### src/rtl/rotor_stage.sv
// rotor_stage: one substitution rotor with ring setting, stepping/turnover and a 1-deep output register.
// Optional ROTOR_WIRING_LOAD_EN adds a write port for the wiring tables; undefined keeps them fixed.
module rotor_stage #(
  parameter int N_SYM    = 26,
  parameter int SYM_W    = 5,
  parameter int NOTCH    = 16,
  parameter int INIT_POS = 0
) (
  input  logic             clk,
  input  logic             rst_n,
  input  logic             in_valid,
  output logic             in_ready,
  input  logic [SYM_W-1:0] in_sym,
  input  logic             in_dir,
  output logic             out_valid,
  input  logic             out_ready,
  output logic [SYM_W-1:0] out_sym,
  input  logic             step,
  input  logic             pos_load,
  input  logic [SYM_W-1:0] pos_val,
  input  logic [SYM_W-1:0] ring_val,
  output logic [SYM_W-1:0] pos,
  output logic             at_notch,
  output logic             carry
`ifdef ROTOR_WIRING_LOAD_EN
  ,
  input  logic             wr_en,
  input  logic [SYM_W-1:0] wr_addr,
  input  logic [SYM_W-1:0] wr_data
`endif
);

  localparam int DEPTH = 2 ** SYM_W;
  localparam logic [SYM_W:0] NV = (SYM_W + 1)'(N_SYM);

  // Default wiring EKMFLGDQVZNTOWYHXUSPAIBRCJ; indices past the alphabet map to themselves.
  function automatic logic [SYM_W-1:0] wDefault(input int idx);
    int r;
    case (idx)
      0: r = 4;   1: r = 10;  2: r = 12;  3: r = 5;   4: r = 11;  5: r = 6;
      6: r = 3;   7: r = 16;  8: r = 21;  9: r = 25;  10: r = 13; 11: r = 19;
      12: r = 14; 13: r = 22; 14: r = 24; 15: r = 7;  16: r = 23; 17: r = 20;
      18: r = 18; 19: r = 15; 20: r = 0;  21: r = 8;  22: r = 1;  23: r = 17;
      24: r = 2;  25: r = 9;
      default: r = idx;
    endcase
    return SYM_W'(r);
  endfunction

  function automatic logic [SYM_W-1:0] winvDefault(input int idx);
    int r;
    case (idx)
      0: r = 20;  1: r = 22;  2: r = 24;  3: r = 6;   4: r = 0;   5: r = 3;
      6: r = 5;   7: r = 15;  8: r = 21;  9: r = 25;  10: r = 1;  11: r = 4;
      12: r = 2;  13: r = 10; 14: r = 12; 15: r = 19; 16: r = 7;  17: r = 23;
      18: r = 18; 19: r = 11; 20: r = 17; 21: r = 8;  22: r = 13; 23: r = 16;
      24: r = 14; 25: r = 9;
      default: r = idx;
    endcase
    return SYM_W'(r);
  endfunction

  // Operands are below N_SYM, so one conditional correction keeps results in range.
  function automatic logic [SYM_W:0] modAdd(input logic [SYM_W:0] a, input logic [SYM_W:0] b);
    logic [SYM_W:0] s;
    s = a + b;
    if (s >= NV) s = s - NV;
    return s;
  endfunction

  function automatic logic [SYM_W:0] modSub(input logic [SYM_W:0] a, input logic [SYM_W:0] b);
    if (a >= b) return a - b;
    return a + NV - b;
  endfunction

  logic             valid_q, valid_d;
  logic [SYM_W-1:0] sym_q, sym_d;
  logic [SYM_W-1:0] pos_q, pos_d;
  logic [SYM_W-1:0] ring_q, ring_d;
  logic             carry_q, carry_d;

  logic [SYM_W:0]   entryIdx;
  logic [SYM_W-1:0] tabIdx;
  logic [SYM_W-1:0] wRead, winvRead, tabVal;
  logic [SYM_W:0]   exitSum;
  logic [SYM_W-1:0] xlated;
  logic             accept;
  logic             unusedBits;

  assign in_ready  = !valid_q || out_ready;
  assign accept    = in_valid && in_ready;
  assign out_valid = valid_q;
  assign out_sym   = sym_q;
  assign pos       = pos_q;
  assign at_notch  = (pos_q == SYM_W'(NOTCH));
  assign carry     = carry_q;

`ifdef ROTOR_WIRING_LOAD_EN
  logic [SYM_W-1:0] w_q    [DEPTH];
  logic [SYM_W-1:0] winv_q [DEPTH];
  logic             wrOk;

  assign wrOk = wr_en && ({1'b0, wr_addr} < NV) && ({1'b0, wr_data} < NV);

  // Forward and inverse entries are written together so the pair stays consistent.
  always_ff @(posedge clk or negedge rst_n) begin
    if (!rst_n) begin
      for (int i = 0; i < DEPTH; i++) begin
        w_q[i]    <= wDefault(i);
        winv_q[i] <= winvDefault(i);
      end
    end else if (wrOk) begin
      w_q[wr_addr]    <= wr_data;
      winv_q[wr_data] <= wr_addr;
    end
  end

  assign wRead    = w_q[tabIdx];
  assign winvRead = winv_q[tabIdx];
`else
  assign wRead    = wDefault(int'(tabIdx));
  assign winvRead = winvDefault(int'(tabIdx));
`endif

  assign entryIdx = modSub(modAdd({1'b0, in_sym}, {1'b0, pos_q}), {1'b0, ring_q});
  assign tabIdx   = entryIdx[SYM_W-1:0];
  assign tabVal   = in_dir ? winvRead : wRead;
  assign exitSum  = modSub(modAdd({1'b0, tabVal}, {1'b0, ring_q}), {1'b0, pos_q});
  assign xlated   = ({1'b0, in_sym} >= NV) ? in_sym : exitSum[SYM_W-1:0];

  assign unusedBits = ^{entryIdx[SYM_W], exitSum[SYM_W]};

  // Translation uses the current pos/ring, so a coincident step or load affects only later symbols.
  always_comb begin
    valid_d = valid_q;
    sym_d   = sym_q;
    pos_d   = pos_q;
    ring_d  = ring_q;
    carry_d = 1'b0;
    if (accept) begin
      valid_d = 1'b1;
      sym_d   = xlated;
    end else if (out_ready) begin
      valid_d = 1'b0;
    end
    if (pos_load) begin
      pos_d  = pos_val;
      ring_d = ring_val;
    end else if (step) begin
      pos_d   = (pos_q == SYM_W'(N_SYM - 1)) ? '0 : pos_q + 1'b1;
      carry_d = at_notch;
    end
  end

  always_ff @(posedge clk or negedge rst_n) begin
    if (!rst_n) begin
      valid_q <= 1'b0;
      sym_q   <= '0;
      pos_q   <= SYM_W'(INIT_POS);
      ring_q  <= '0;
      carry_q <= 1'b0;
    end else begin
      valid_q <= valid_d;
      sym_q   <= sym_d;
      pos_q   <= pos_d;
      ring_q  <= ring_d;
      carry_q <= carry_d;
    end
  end

endmodule

### config.mk
export PLATFORM = sky130hd
export DESIGN_NAME = rotor_stage
export DESIGN_NICKNAME = d
export VERILOG_FILES = /design/src/rtl/rotor_stage.sv
export SDC_FILE = /design/constraint.sdc
export NUM_CORES = 1
export LEC_CHECK = 0
export CAP_MARGIN = 10
export CORE_MARGIN = 4
export CORE_UTILIZATION = 57
export CTS_CLUSTER_SIZE = 16
export DETAILED_ROUTE_END_ITERATION = 8
export PLACE_DENSITY = 0.93
export SYNTH_ARGS = -nofsm -noshare
export SYNTH_HDL_FRONTEND = slang
export SYNTH_SLANG_ARGS = --single-unit
### constraint.sdc
create_clock -name clk -period 9.76 [get_ports clk]
set_input_delay 1.952 -clock clk [delete_from_list [all_inputs] [get_ports clk]]
set_output_delay 1.952 -clock clk [all_outputs]
set_load 0.03 [all_outputs]
==> After elaboration in Yosys (flattened, before gate mapping) <==
Index checks and enable logic that the tools add are counted.
{ "totals": {"elab_cells": 73, "out_inout_bits": 14, "reg_bits": 17} }
{ "classes": {"n_eq_ne": 27, "reduce_logical": 6, "magnitude_cmp": 5, "addsub": 11, "muxes": 19} }
{ "ops": {"columns": ["operator", "n"], "rows": [
  ["case mux 5 bit (26 select lines)", 2],
  ["equality test 5 bit, second input constant", 12],
  ["2-to-1 mux 5 bit", 9],
  ["equality test 5 x 4 -> 1 bit, second input constant", 8],
  ["equality test 5 x 3 -> 1 bit, second input constant", 4],
  ["subtractor 5 bit", 4],
  ["adder 5 x 5 -> 6 bit", 2],
  ["greater-or-equal comparator 6 x 5 -> 1 bit", 2],
  ["greater-or-equal comparator 6 x 5 -> 1 bit, second input constant", 2],
  ["2-to-1 mux 6 bit", 2],
  ["subtractor 6 x 5 -> 6 bit, second input constant", 2],
  ["adder 5 bit, second input constant", 2],
  ["equality test 5 x 2 -> 1 bit, second input constant", 2],
  ["2-to-1 mux 1 bit", 6],
  ["adder 5 x 1 -> 5 bit, second input constant", 1],
  ["equality test 5 x 1 -> 1 bit, second input constant", 1],
  ["greater-or-equal comparator 5 bit, second input constant", 1],
  ["logical NOT 5 bit", 1],
  ["nonzero test 2 bit", 2],
  ["logical AND 1 bit", 1],
  ["logical NOT 1 bit", 1],
  ["logical OR 1 bit", 1]
]} }

==> Depth between registers and ports, before layout <==
Gate-level depths: netlist (run 1).
{ "depth": {"word_depth": 16, "mapped_depth": 41, "depth_no_buf": 40} }

==> Worst setup path after synthesis (run 1) <==
No wires, ideal clock.
{ "synth_path": {"kind": "input -> register", "from": "in in_sym[0]", "to": "reg sym_q[4] (netlist: out_sym[4])", "arrival_time_ns": 8.591, "n_path_buf": 0, "slack_ns": 1.044, "path_stages": 37, "cell_sequence": "ha_1 > inv_1 > fa_1 > or2b_1 > a21oi_1 > xnor2_1 > o21ai_0 > xnor2_1 > inv_1 > ha_1 > inv_1 > ha_1 > fa_1 > xnor2_1 > mux2_4 > o31ai_1 > a22oi_1 > o32ai_1 > a211oi_1 > ha_1 > inv_1 > fa_1 > inv_1 > a21o_1 > a21oi_1 > xnor2_1 > nand3_1 > nand2_1 > mux2i_1 > ha_1 > inv_1 > fa_1 > o21ai_0 > a221o_1 > mux2i_1 > xor2_1 > a21oi_1"} }
{ "synth_via": {"elab_chain_cells": 16, "word_cells_on_any_way": 53} }
{ "synth_lines": {"columns": ["element", "line", "text"], "rows": [
  ["start: declaration", "13", "input logic [SYM_W-1:0] in_sym,"],
  ["adder 5 x 5 -> 6 bit", "66", "s = a + b;"],
  ["subtractor 6 x 5 -> 6 bit or greater-or-equal comparator 6 x 5 -> 1 bit (tied branches)", "67", "if (s >= NV) s = s - NV;"],
  ["2-to-1 mux 6 bit", "67", null],
  ["adder 5 bit, or another cell as far along", "73", "return a + NV - b;"],
  ["subtractor 5 bit, or another cell as far along", "73", null],
  ["2-to-1 mux 5 bit", "73", null],
  ["equality test 5 bit, or another cell as far along", "39, 52", null],
  ["case mux 5 bit (26 select lines) (on tied branches)", "39, 52", null],
  ["2-to-1 mux 5 bit", "127", "assign tabVal = in_dir ? winvRead : wRead;"],
  ["adder 5 x 5 -> 6 bit", "66", null],
  ["subtractor 6 x 5 -> 6 bit or greater-or-equal comparator 6 x 5 -> 1 bit (tied branches)", "67", null],
  ["2-to-1 mux 6 bit", "67", null],
  ["adder 5 bit, or another cell as far along", "73", null],
  ["subtractor 5 bit, or another cell as far along", "73", null],
  ["2-to-1 mux 5 bit", "73", null],
  ["2-to-1 mux 5 bit *", "129", "assign xlated = ({1'b0, in_sym} >= NV) ? in_sym : exitSum[SYM_W-1:0];"],
  ["end signal: assignment", "164", "sym_q <= sym_d;"],
  ["end: declaration", "77", "logic [SYM_W-1:0] sym_q, sym_d;"]
]} }
Every way passes the cells marked *; elsewhere a longest branch is shown, timed or not. The select of a mux whose other input is x is not followed.
A chain may end at the register's enable or synchronous reset.

==> Final worst setup path (run 1) <==
{ "layout_path": {"from": "in in_sym[2]", "to": "reg sym_q[2] (netlist: out_sym[2])"} }
The elaborated chain is that of the path after synthesis.

==> results of run 1 <==
==> stage by stage <==
stage | utilization (%) | setup WS, ns | cells
floorplan | - | 1.04 | 348
global placement | 68.4 | 0.0540 | 447
detailed placement | 68.4 | -0.185 | 447
CTS | 69.5 | 0.0742 | 451
global route | 72.3 | -0.0697 | 460
finish | 72.3 | 0.280 | 460
==> what timing repair did <==
action                     CTS  global route
buffers inserted             0             8
pin swaps                    0             6
resized for setup            2            15
cloned                       0             1
setup endpoints to repair    1             4
==> flip-flops by register name, indices dropped and copies added, names as in the netlist <==
name and flops:
out_valid 1, carry 1, ring_q 5, out_sym 5, pos 5
==> final timing paths <==
kind | start | to | slack [ns] | cells after the start
worst max register to register | pos[0]$_DFFE_PN0P_ | out_sym[2]$_DFFE_PN0P_ | 1.91 | 39
max in group asynchronous | rst_n | ring_q[0]$_DFFE_PN0P_ | 7.08 | 1
worst min register to register | out_sym[0]$_DFFE_PN0P_ | out_sym[0]$_DFFE_PN0P_ | 0.49 | 2
worst max-delay path | in_sym[2] | out_sym[2]$_DFFE_PN0P_ | 0.28 | 37
min in group asynchronous | rst_n | pos[3]$_DFFE_PN0P_ | 2.17 | 1
worst min-delay path | out_sym[0]$_DFFE_PN0P_ | out_sym[0]$_DFFE_PN0P_ | 0.49 | 2
==> placed cells by master, fill, tap and decap left out, types with 3 or more instances in the layout <==
| master | n |
|---|---|
| a211o_1 | 3 |
| a21boi_0 | 3 |
| a21o_1 | 6 |
| a21oi_1 | 29 |
| a22oi_1 | 4 |
| a31oi_1 | 5 |
| and3_1 | 3 |
| buf_4 | 16 |
| clkbuf_8 | 3 |
| clkdlybuf4s50_1 | 35 |
| dfrtp_1 | 17 |
| fa_1 | 7 |
| ha_1 | 37 |
| inv_1 | 35 |
| mux2_2 | 6 |
| mux2i_1 | 6 |
| mux2i_4 | 3 |
| nand2_1 | 39 |
| nand2b_1 | 5 |
| nand3_1 | 7 |
| nand3b_1 | 4 |
| nor2_1 | 18 |
| nor3_1 | 8 |
| o21ai_0 | 21 |
| o21ai_1 | 4 |
| xnor2_1 | 10 |
| xor2_1 | 10 |
==> area by class of cell <==
cell class	instances	share of cell area, %
Inverter	35	3.84
Clock buffer	4	1.32
Timing Repair Buffer	52	14.4
Tap cell	67	2.45
Multi-Input combinational cell	285	65.6
Sequential cell	17	12.4
==> cells by family after synthesis <==
kind of cell / after synthesis / synth area share [%]
flip-flops: 17 / 15.3
adder cells (fa/ha/maj): 46 / 22.8
XOR/XNOR: 24 / 7.82
multiplexers: 17 / 8.04
AND/OR/NAND/NOR: 97 / 16.2
buffers and inverters: 47 / 7.19
AO/OA/AOI/OAI: 100 / 22.6
==> synth_stat cells (5+ instances only) <==
cell type / count
nand2_1: 39
ha_1: 38
inv_1: 35
a21oi_1: 29
o21ai_0: 25
nor2_1: 19
dfrtp_1: 17
xnor2_1: 12
xor2_1: 11
fa_1: 8
nor3_1: 8
clkbuf_1: 7
mux2i_1: 7
nand3_1: 7
a21o_1: 6
a31oi_1: 5
mux2_2: 5
nand2b_1: 5
==> worst max-delay path, delay by kind of cell <==
| kind | cells | cell delay (ns) |
|---|---|---|
| xor+xnor | 4 | 0.96 |
| buf+inv | 7 | 1.19 |
| compound gates | 9 | 1.45 |
| fa+ha+maj | 5 | 2.06 |
| simple gates | 10 | 1.65 |
| mux | 2 | 0.41 |
==> metal layers <==
layer / share of wire (%) / vias up / GRT usage [%]
met5: 0 / - / 0
met4: 4.7 / 0 / 12.6
met3: 6.4 / 40 / 3.48
met2: 51 / 156 / 47.3
met1: 38 / 1291 / 27.7
li1: - / 1324 / -
==> impl_results.md, run 1 <==
* Status: finished, final reports clean
* Setup_tns at 0 ns
* Register area at around 430 um2
* Worst slew pin tran at ~0.83 ns
* Synth top area share at between 15 and 20%
* Minimum clock period at between 9 and 10 ns
* Synth Net Count at about 420
* WL/cell at ~17 um
* WHS at ~0.49 ns
* Initial antenna violation count at 0
* Gate count of the mapped netlist at about 350
* Period utilisation layout at between 90% and 100%
* Vias per cell at just over 6
* Number of port buffers at 35
* CTS Sinks at 17
* Via count at 2,811
* Setup-failing EPs final at 0
* Largest stage delay on the critical path at between 0.6 and 0.7 ns
* Synth unique cells at 53
* Antenna cells at 0
* Syn avg cell area at 8.00 um2
* Antenna-violating nets left at 0
* Drt initial violations at 172
* Die W at 77.9 um
* Latest clock arrival within the worst-skew pair at 0.26 ns
* Largest net degree at the start of global routing at 27
* Nets at 462
* Placeable Area at between 4000 and 5000 um2
* Mapped cell area at roughly 2800 um2
* Die height at 77.9 um
* DRC Markers at 0
* Async set or reset register ratio after synthesis at 100%
* Area Overhead vs Synth at 22.7%
* Slew Viols, Final at 0
* Post-route cell area at around 3400 um2
* Maximum fanout along the worst path at 7
* Ys flop type: dfrtp_1
* WP data required at around 10 ns
* Area of the multi-input gates at about 2200 um2
* CTS Buf Count at 3
* Router iterations before antenna repair at 5
* Clk buf depth at 2
* CTS tree: done
* Tot GR Track Use at between 20 and 30%
* Hold Violations, Final at 0
* WL final at 7820 um
* First-pass GRT wire length at between 10,000 and 15,000 um
* Crit-path slowest cell: fa_2
* Routability Congestion at 0.941
* Max Clk Rate at ~0.11 GHz
* Die area at 6070 um2
* Synth top area cells: ha_1 (17%), dfrtp_1 (15%), fa_1 (5.8%), nand2_1 (5.3%), a21oi_1 (5.2%)
* Synth area leader: ha_1
* Setup Crit Path Kind: in -> reg
* Hold Buf Count CTS at 0
* Arr. time, crit path at 9.68 ns
* Max_slew headroom at around 44%
* Seq/Total Area, Yosys at around 15%
* Fillcell total at 346
* Starting density of the core at 58.9%
* Max cap viols at 0
* Post-synth EDFFs at 0
* Share of layout cells above drive strength 1 at 10.9%
* Placed cell areas at about 3200 um2
* CP Launch Type: input pin
* DPL Wire Length at 5750 um
* CTS root buf: clkbuf_8
* I/O pins at 36
* Crit path capture type: flip-flop
* Total overflow reported by the global router at 0
* CTS clk-pin slew, worst paths at 0.07 ns
* Hold/Removal Path Class: reg -> reg
* Number of warnings issued by yosys at 0
* Number of synthesized register bits at 17
* H-tree depth at 1
* Clock Skew at 0.00102 ns
* Vias in the first global route at around 2,900
* Num rows at 25
Power of run 1 is left out: the tool's default activity adds up to more than one toggle a clock period on the data nets, which glitch-free logic cannot reach.
==> inputs of run 2 (changes only) <==
- CORE_UTILIZATION: 57 -> 60
- PLACE_DENSITY: 0.93 -> 0.95
- clock period: 9.76 -> 12.2 ns (I/O delays scaled with it)
==> run 2 against run 1 <==
Die area decreased by 4.5%. Clock skew increased by 0.0028 ns. Clock-buffer cell count unchanged. Sequential share of layout area increased by 0.95 points. Non-clock buffer count decreased by 17. Worst hold slack improved by 0.046 ns. Register-to-register slack improved by 1.3 ns. Core utilization decreased by 0.41 points. Design area decreased by 7.1%. Via count decreased by 4.9%. Largest cell class unchanged.
==> impl_results.md, run 2 (synthesized netlist as in run 1, its figures left out) <==
* Status: finished, final reports clean
* Die W at 76.1 um (-2.3%)
* Placeable Area at 4410 um2 (-6.5%)
* Hold Buf Count CTS at 0 (unchanged)
* Die height at 76.1 um (-2.3%)
* Number of port buffers at 35 (unchanged)
* DPL Wire Length at 5540 um (-3.6%)
* Pre-CTS setup slack at 1.08 ns (+1.26 ns)
* WL final at 7030 um (-10%)
* CTS Sinks at 17 (unchanged)
* Final worst-path setup slack at 1.15 ns (+0.869 ns)
* Starting density of the core at 63.1% (+4.1 points)
* Crit path capture type: flip-flop
* Clk buf depth at 2 (unchanged)
* Latest clock arrival within the worst-skew pair at 0.25 ns (about the same)
* CP Launch Type: input pin
* Hold Violations, Final at 0 (unchanged)
* Hold/Removal Path Class: reg -> reg
* Hold_sp: out_sym[0]$_DFFE_PN0P_
* Via count at 2,674 (-4.9%)
* CTS tree: done
* Vias per cell at 6.26 (+2.5%)
* Commonest non-fill, non-tap cells in the layout: nand2_1 (39), ha_1 (38), inv_1 (35), clkdlybuf4s50_1 (35), a21oi_1 (29)
* Antenna-violating nets left at 0 (unchanged)
* Commonest non-fill, non-tap cell in the layout: nand2_1
* R2r worst-path depth at 37 (-5.1%)
* Antenna cells at 0 (unchanged)
* First-pass GRT wire length at 12,100 um (-4.8%)
* Drt initial violations at 205 (+19%)
* Slew Viols, Final at 0 (unchanged)
* CP startpoint: in_sym[0]
* Period utilisation layout at 90.6%
* Worst slew pin tran at 1.04 ns (+0.205 ns)
* Number of setup buffers added after CTS at 0 (unchanged)
* Setup-failing EPs final at 0 (unchanged)
* Max Clk Rate at between 0.09 and 0.1 GHz
* Unrepaired setup endpoints after global routing: false
* Setup_tns at 0 ns (unchanged)
* Initial antenna violation count at 0 (unchanged)
* Setup Crit Path Kind: in -> reg
* Router iterations before antenna repair at 5 (unchanged)
* Maximum fanout along the worst path at 17 (+10)
* Worst r2r dst: out_sym[4]$_DFFE_PN0P_
* Largest stage delay on the critical path at 0.84 ns (+0.21 ns)
* Post-route cell area at 3180 um2 (-7.1%)
* Tot GR Track Use at 24.1% (-1.3 points)
* Num rows at 24 (-4.0%)
* CTS clk-pin slew, worst paths at 0.06 ns (about the same)
* Minimum clock period at 11.05 ns
* CTS root buf: clkbuf_8
* I/O pins at 36 (unchanged)
* Arr. time, crit path at 11.19 ns (+1.51 ns)
* Max cap viols at 0 (unchanged)
* H-tree depth at 1 (unchanged)
* WL/cell at 16.5 um (-3.2%)
* Largest net degree at the start of global routing at 27 (unchanged)
* WP data required at 12.34 ns (+2.38 ns)
* Routability Congestion at 0.968 (+2.8%)
* FF-to-FF setup slack at 3.24 ns (+1.33 ns)
* Nets at 444 (-3.9%)
* Die area at 5790 um2 (-4.5%)
* Post_cts resized at 0 (-2)
* Crit-path slowest cell: o31a_1
* Fillcell total at 293 (-15%)
* Max_slew headroom at 30.9% (-14 points)
* CTS Buf Count at 3 (unchanged)
* DRC Markers at 0 (unchanged)
* Placed cell areas at 3130 um2 (-3.1%)
* Reg2reg start: pos[0]$_DFFE_PN0P_
* Worst hold stages at 2 (unchanged)
* Clock Skew at 0.00381 ns (+0.00279 ns)
* Area Overhead vs Synth at 14.1%
* Total overflow reported by the global router at 0 (unchanged)
* Vias in the first global route at 2,708 (-5.7%)
* Share of layout cells above drive strength 1 at 4.00% (-6.9 points)
* Hold Path End: out_sym[0]$_DFFE_PN0P_
[run 2: changes by cell type in the layout (fill, tap and decap cells not counted), sizes merged]
cell	change
buf	-17
mux2	-1
[run 2: layout make-up]
cell class                      instances  area [um2]  share of cell area, %
Inverter                               35         131                   4.14
Timing Repair Buffer                   35         350                   11.0
Clock buffer                            4        45.0                   1.42
Multi-Input combinational cell        284        2160                   68.0
Tap cell                               52        65.1                   2.05
Sequential cell                        17         425                   13.4
[run 2: routing by layer]
layer | vias to the layer above | part of all wire (%) | global-route usage, %
met2 | 131 | 48 | 42.0
met3 | 24 | 6.2 | 2.60
met5 | - | 0 | 0
met1 | 1235 | 43 | 30.8
li1 | 1284 | - | -
met4 | 0 | 2.6 | 8.04
[run 2: worst max path at each step]
stage / slack [ns] / to / depth (start not counted)
3_3_place_gp: 1.42 / out_sym[4]$_DFFE_PN0P_ / 38
5_1_grt: 0.53 / out_sym[4]$_DFFE_PN0P_ / 38
4_1_cts: 1.29 / out_sym[4]$_DFFE_PN0P_ / 38
6_report: 1.15 / out_sym[4]$_DFFE_PN0P_ / 38
2_1_floorplan: 3.00 / out_sym[4]$_DFFE_PN0P_ / 37
3_5_place_dp: 1.08 / out_sym[4]$_DFFE_PN0P_ / 36
[run 2: metrics by stage]
| step | hold slack [ns] | utilization, % | std cells |
|---|---|---|---|
| floorplan | 0.517 | - | 348 |
| global placement | 0.476 | 70.9 | 423 |
| detailed placement | 0.516 | 70.9 | 423 |
| CTS | 0.536 | 71.9 | 427 |
| global route | 0.568 | 71.9 | 427 |
| finish | 0.538 | 71.9 | 427 |
[run 2: critical path, delay by kind of cell]
| family | cells | cell delay (ns) |
|---|---|---|
| multiplexers | 3 | 1.06 |
| AND/OR/NAND/NOR | 5 | 0.86 |
| adder cells (fa/ha/maj) | 7 | 2.16 |
| buffers and inverters | 5 | 0.77 |
| XOR/XNOR | 4 | 0.86 |
| AO/OA/AOI/OAI | 14 | 3.03 |
Power of run 2 is left out for the same reason.
==> inputs of run 3 (changes only) <==
- ABC_AREA: unset -> 1
==> run 3 against run 2 <==
First-iteration DRC count is 71% higher. Critical path depth up 12. Design area rose by 13%. Maximum frequency is 7.7% higher. Routed wire length grew 22%. Clock skew grew 0.0032 ns. Worst setup slack improved by 0.79 ns. Cell count is 32% higher. Register-to-register slack gained 0.77 ns. Via count increased by 23%. Worst hold slack got worse by 0.045 ns. Area after synthesis grew 13%. Critical path type unchanged.
==> impl_results.md, run 3 <==
* Synth top area share at 15.2% (-1.9 points)
* Arr. time, crit path at 10.40 ns (-0.79 ns)
* Crit path capture type: flip-flop
* WL final at 8560 um (+22%)
* Period utilisation layout at 84.1% (-6.5 points)
* Post_cts resized at 0 (unchanged)
* Post-synth EDFFs at 0 (unchanged)
* Xor/xnor share of the synthesized area at 5.86% (-2.0 points)
* Initial antenna violation count at 0 (unchanged)
* Post-route cell area at 3590 um2 (+13%)
* Area of the multi-input gates at 2430 um2 (+13%)
* Maximum fanout along the worst path at 12 (-5)
* Fillcell total at 412 (+41%)
* Starting density of the core at 61.8% (-1.3 points)
* Setup-failing EPs final at 0 (unchanged)
* Vias in the first global route at 3,238 (+20%)
* Post-synthesis compound-gate area fraction at 10.2% (-12 points)
* DRC Markers at 0 (unchanged)
* Post-synthesis adder-cell area fraction at 20.3% (-2.6 points)
* Die W at 80.3 um (+5.5%)
* Antenna cells at 0 (unchanged)
* Setup_tns at 0 ns (unchanged)
* Latest clock arrival within the worst-skew pair at 0.26 ns (about the same)
* Number of port buffers at 35 (unchanged)
* CTS root buf: clkbuf_8
* Status: finished, final reports clean
* Via count at 3,301 (+23%)
* Clock Skew at 0.00699 ns (+0.00317 ns)
* Placed cell areas at 3540 um2 (+13%)
* DPL Wire Length at 6930 um (+25%)
* Commonest non-fill, non-tap cell in the layout: nand2_1
* Total overflow reported by the global router at 0 (unchanged)
* Gate count of the mapped netlist at 458 (+32%)
* Die area at 6450 um2 (+11%)
* First-pass GRT wire length at 14,500 um (+20%)
* Synth top area cells: ha_1 (15%), dfrtp_1 (14%), nand2_1 (11%), inv_1 (7.8%), nand3_1 (5.3%)
* Max_slew headroom at 47.6% (+17 points)
* Tot GR Track Use at 27.6% (+3.5 points)
* Mux share of post-synthesis cell area at 0.319% (-7.7 points)
* Share of layout cells above drive strength 1 at 11.4% (+7.4 points)
* Hold Violations, Final at 0 (unchanged)
* Seq/Total Area, Yosys at 13.6% (-1.7 points)
* Antenna-violating nets left at 0 (unchanged)
* CTS tree: done
* Ys flop type: dfrtp_1
* Minimum clock period at 10.26 ns (-0.788 ns)
* Number of warnings issued by yosys at 0 (unchanged)
* H-tree depth at 1 (unchanged)
* Largest family of logic cells by synthesized area: simple AND/OR/NAND/NOR gates
* Commonest non-fill, non-tap cells in the layout: nand2_1 (95), inv_1 (65), nor2_1 (43), ha_1 (38), clkdlybuf4s50_1 (35)
* Max Clk Rate at 0.0974 GHz (+7.7%)
* Syn avg cell area at 6.85 um2 (-14%)
* Mapped cell area at 3140 um2 (+13%)
* Commonest cells post-synth: nand2_1 (95), inv_1 (65), nor2_1 (43), ha_1 (38), nand3_1 (33)
* CTS Buf Count at 3 (unchanged)
* Reg2reg start: pos[0]$_DFFE_PN0P_
* Top-count cell post-synth: nand2_1
* Synth unique cells at 36 (-32%)
* CP most frequent cell: nand2_1
* Async set or reset register ratio after synthesis at 100% (unchanged)
* Nets at 562 (+27%)
* Setup Crit Path Kind: in -> reg
* GR met3 Demand/Resource at 2.58% (-0.022 points)
* Drt initial violations at 350 (+71%)
* Finished Core Util at 70.7% (-1.3 points)
* Hold_sp: out_sym[0]$_DFFE_PN0P_
* CTS Sinks at 17 (unchanged)
* Crit-path slowest cell: clkdlybuf4s50_1
* Post-synthesis simple-gate area fraction at 40.9% (+25 points)
* CTS clk-pin slew, worst paths at 0.07 ns (about the same)
* I/O pins at 36 (unchanged)
* Clk buf depth at 2 (unchanged)
* Area Overhead vs Synth at 14.3%
* Largest stage delay on the critical path at 0.48 ns (-0.36 ns)
* Number of synthesized register bits at 17 (unchanged)
* Die height at 80.3 um (+5.5%)
* Routability Congestion at 1.08 (+12%)
* Number of setup buffers added after CTS at 0 (unchanged)
* Slew Viols, Final at 0 (unchanged)
* Vias per cell at 5.86 (-6.4%)
* Largest net degree at the start of global routing at 19 (-30%)
* CP startpoint: in_sym[0]
* Synth area leader: ha_1
* Synth Net Count at 526 (+26%)
* Hold/Removal Path Class: reg -> reg
* Worst slew pin tran at 0.783 ns (-0.253 ns)
* Met2 Usage GRT at 50.3% (+8.3 points)
* Placeable Area at 5070 um2 (+15%)
* Num rows at 26 (+8.3%)
* Hold Buf Count CTS at 0 (unchanged)
* Top Usage Layer GRT: met2
* WP data required at 12.34 ns (about the same)
* Router iterations before antenna repair at 6 (+1)
* WL/cell at 15.2 um (-7.6%)
* GR Util met1 at 33.7% (+2.9 points)
* Max cap viols at 0 (unchanged)
* CP Launch Type: input pin
* Unrepaired setup endpoints after global routing: false
* Register area at 425 um2 (unchanged)
run 3: cell count changes after synthesis, sizes merged, moves of 9 or more:
cell   before  now
nand2      39  122
nor2       19   57
nand3       7   40
inv        35   65
nand4       2   18
mux2i      10    1
o21ai      26   17
run 3: cells by family (layout without fill, tap and decap cells):
kind of cell / Yosys count / in the layout
and+or+nand+nor: 247 / 247
xor gates and xnor gates: 21 / 21
DFF: 17 / 17
AOI/OAI and AO/OA: 57 / 57
muxes: 1 / 1
buffers and inverters: 69 / 104
adders and majority gates: 46 / 46
run 3: layer usage:
layer	wire length (um)	vias up
met5	0	-
met4	283	0
met3	659	42
met2	4280	196
met1	3330	1492
li1	-	1571
run 3: final timing paths:
kind	endpoint	slack, ns	depth (start not counted)
min in group asynchronous	out_sym[1]$_DFFE_PN0P_	2.64	1
worst min-delay path	out_sym[0]$_DFFE_PN0P_	0.49	2
worst max-delay path	out_sym[1]$_DFFE_PN0P_	1.94	50
max in group asynchronous	out_sym[3]$_DFFE_PN0P_	9.07	1
worst min register to register	out_sym[0]$_DFFE_PN0P_	0.49	2
worst max register to register	out_sym[1]$_DFFE_PN0P_	4.01	49
run 3: area by class of cell:
type | instances | area share [%]
multi-input combinational | 372 | 67.8
sequential | 17 | 11.9
clock inverter | 1 | 0.140
inverter | 65 | 6.80
timing repair buffer | 35 | 9.77
clock buffer | 3 | 1.15
tap | 70 | 2.44
run 3: metrics by stage:
step	instances	worst slack, ns	hold WS (ns)
global route	563	1.24	0.523
detailed placement	559	1.79	0.479
CTS	563	2.02	0.497
finish	563	1.94	0.494
floorplan	458	3.23	0.475
global placement	559	2.20	0.464
run 3: worst max-delay path, delay by kind of cell:
family	cells	cell delay, ns
fa+ha+maj	6	1.74
simple gates	27	3.28
xor+xnor	4	0.98
buf+inv	8	1.05
compound gates	5	0.91
Power of run 3 is left out for the same reason.
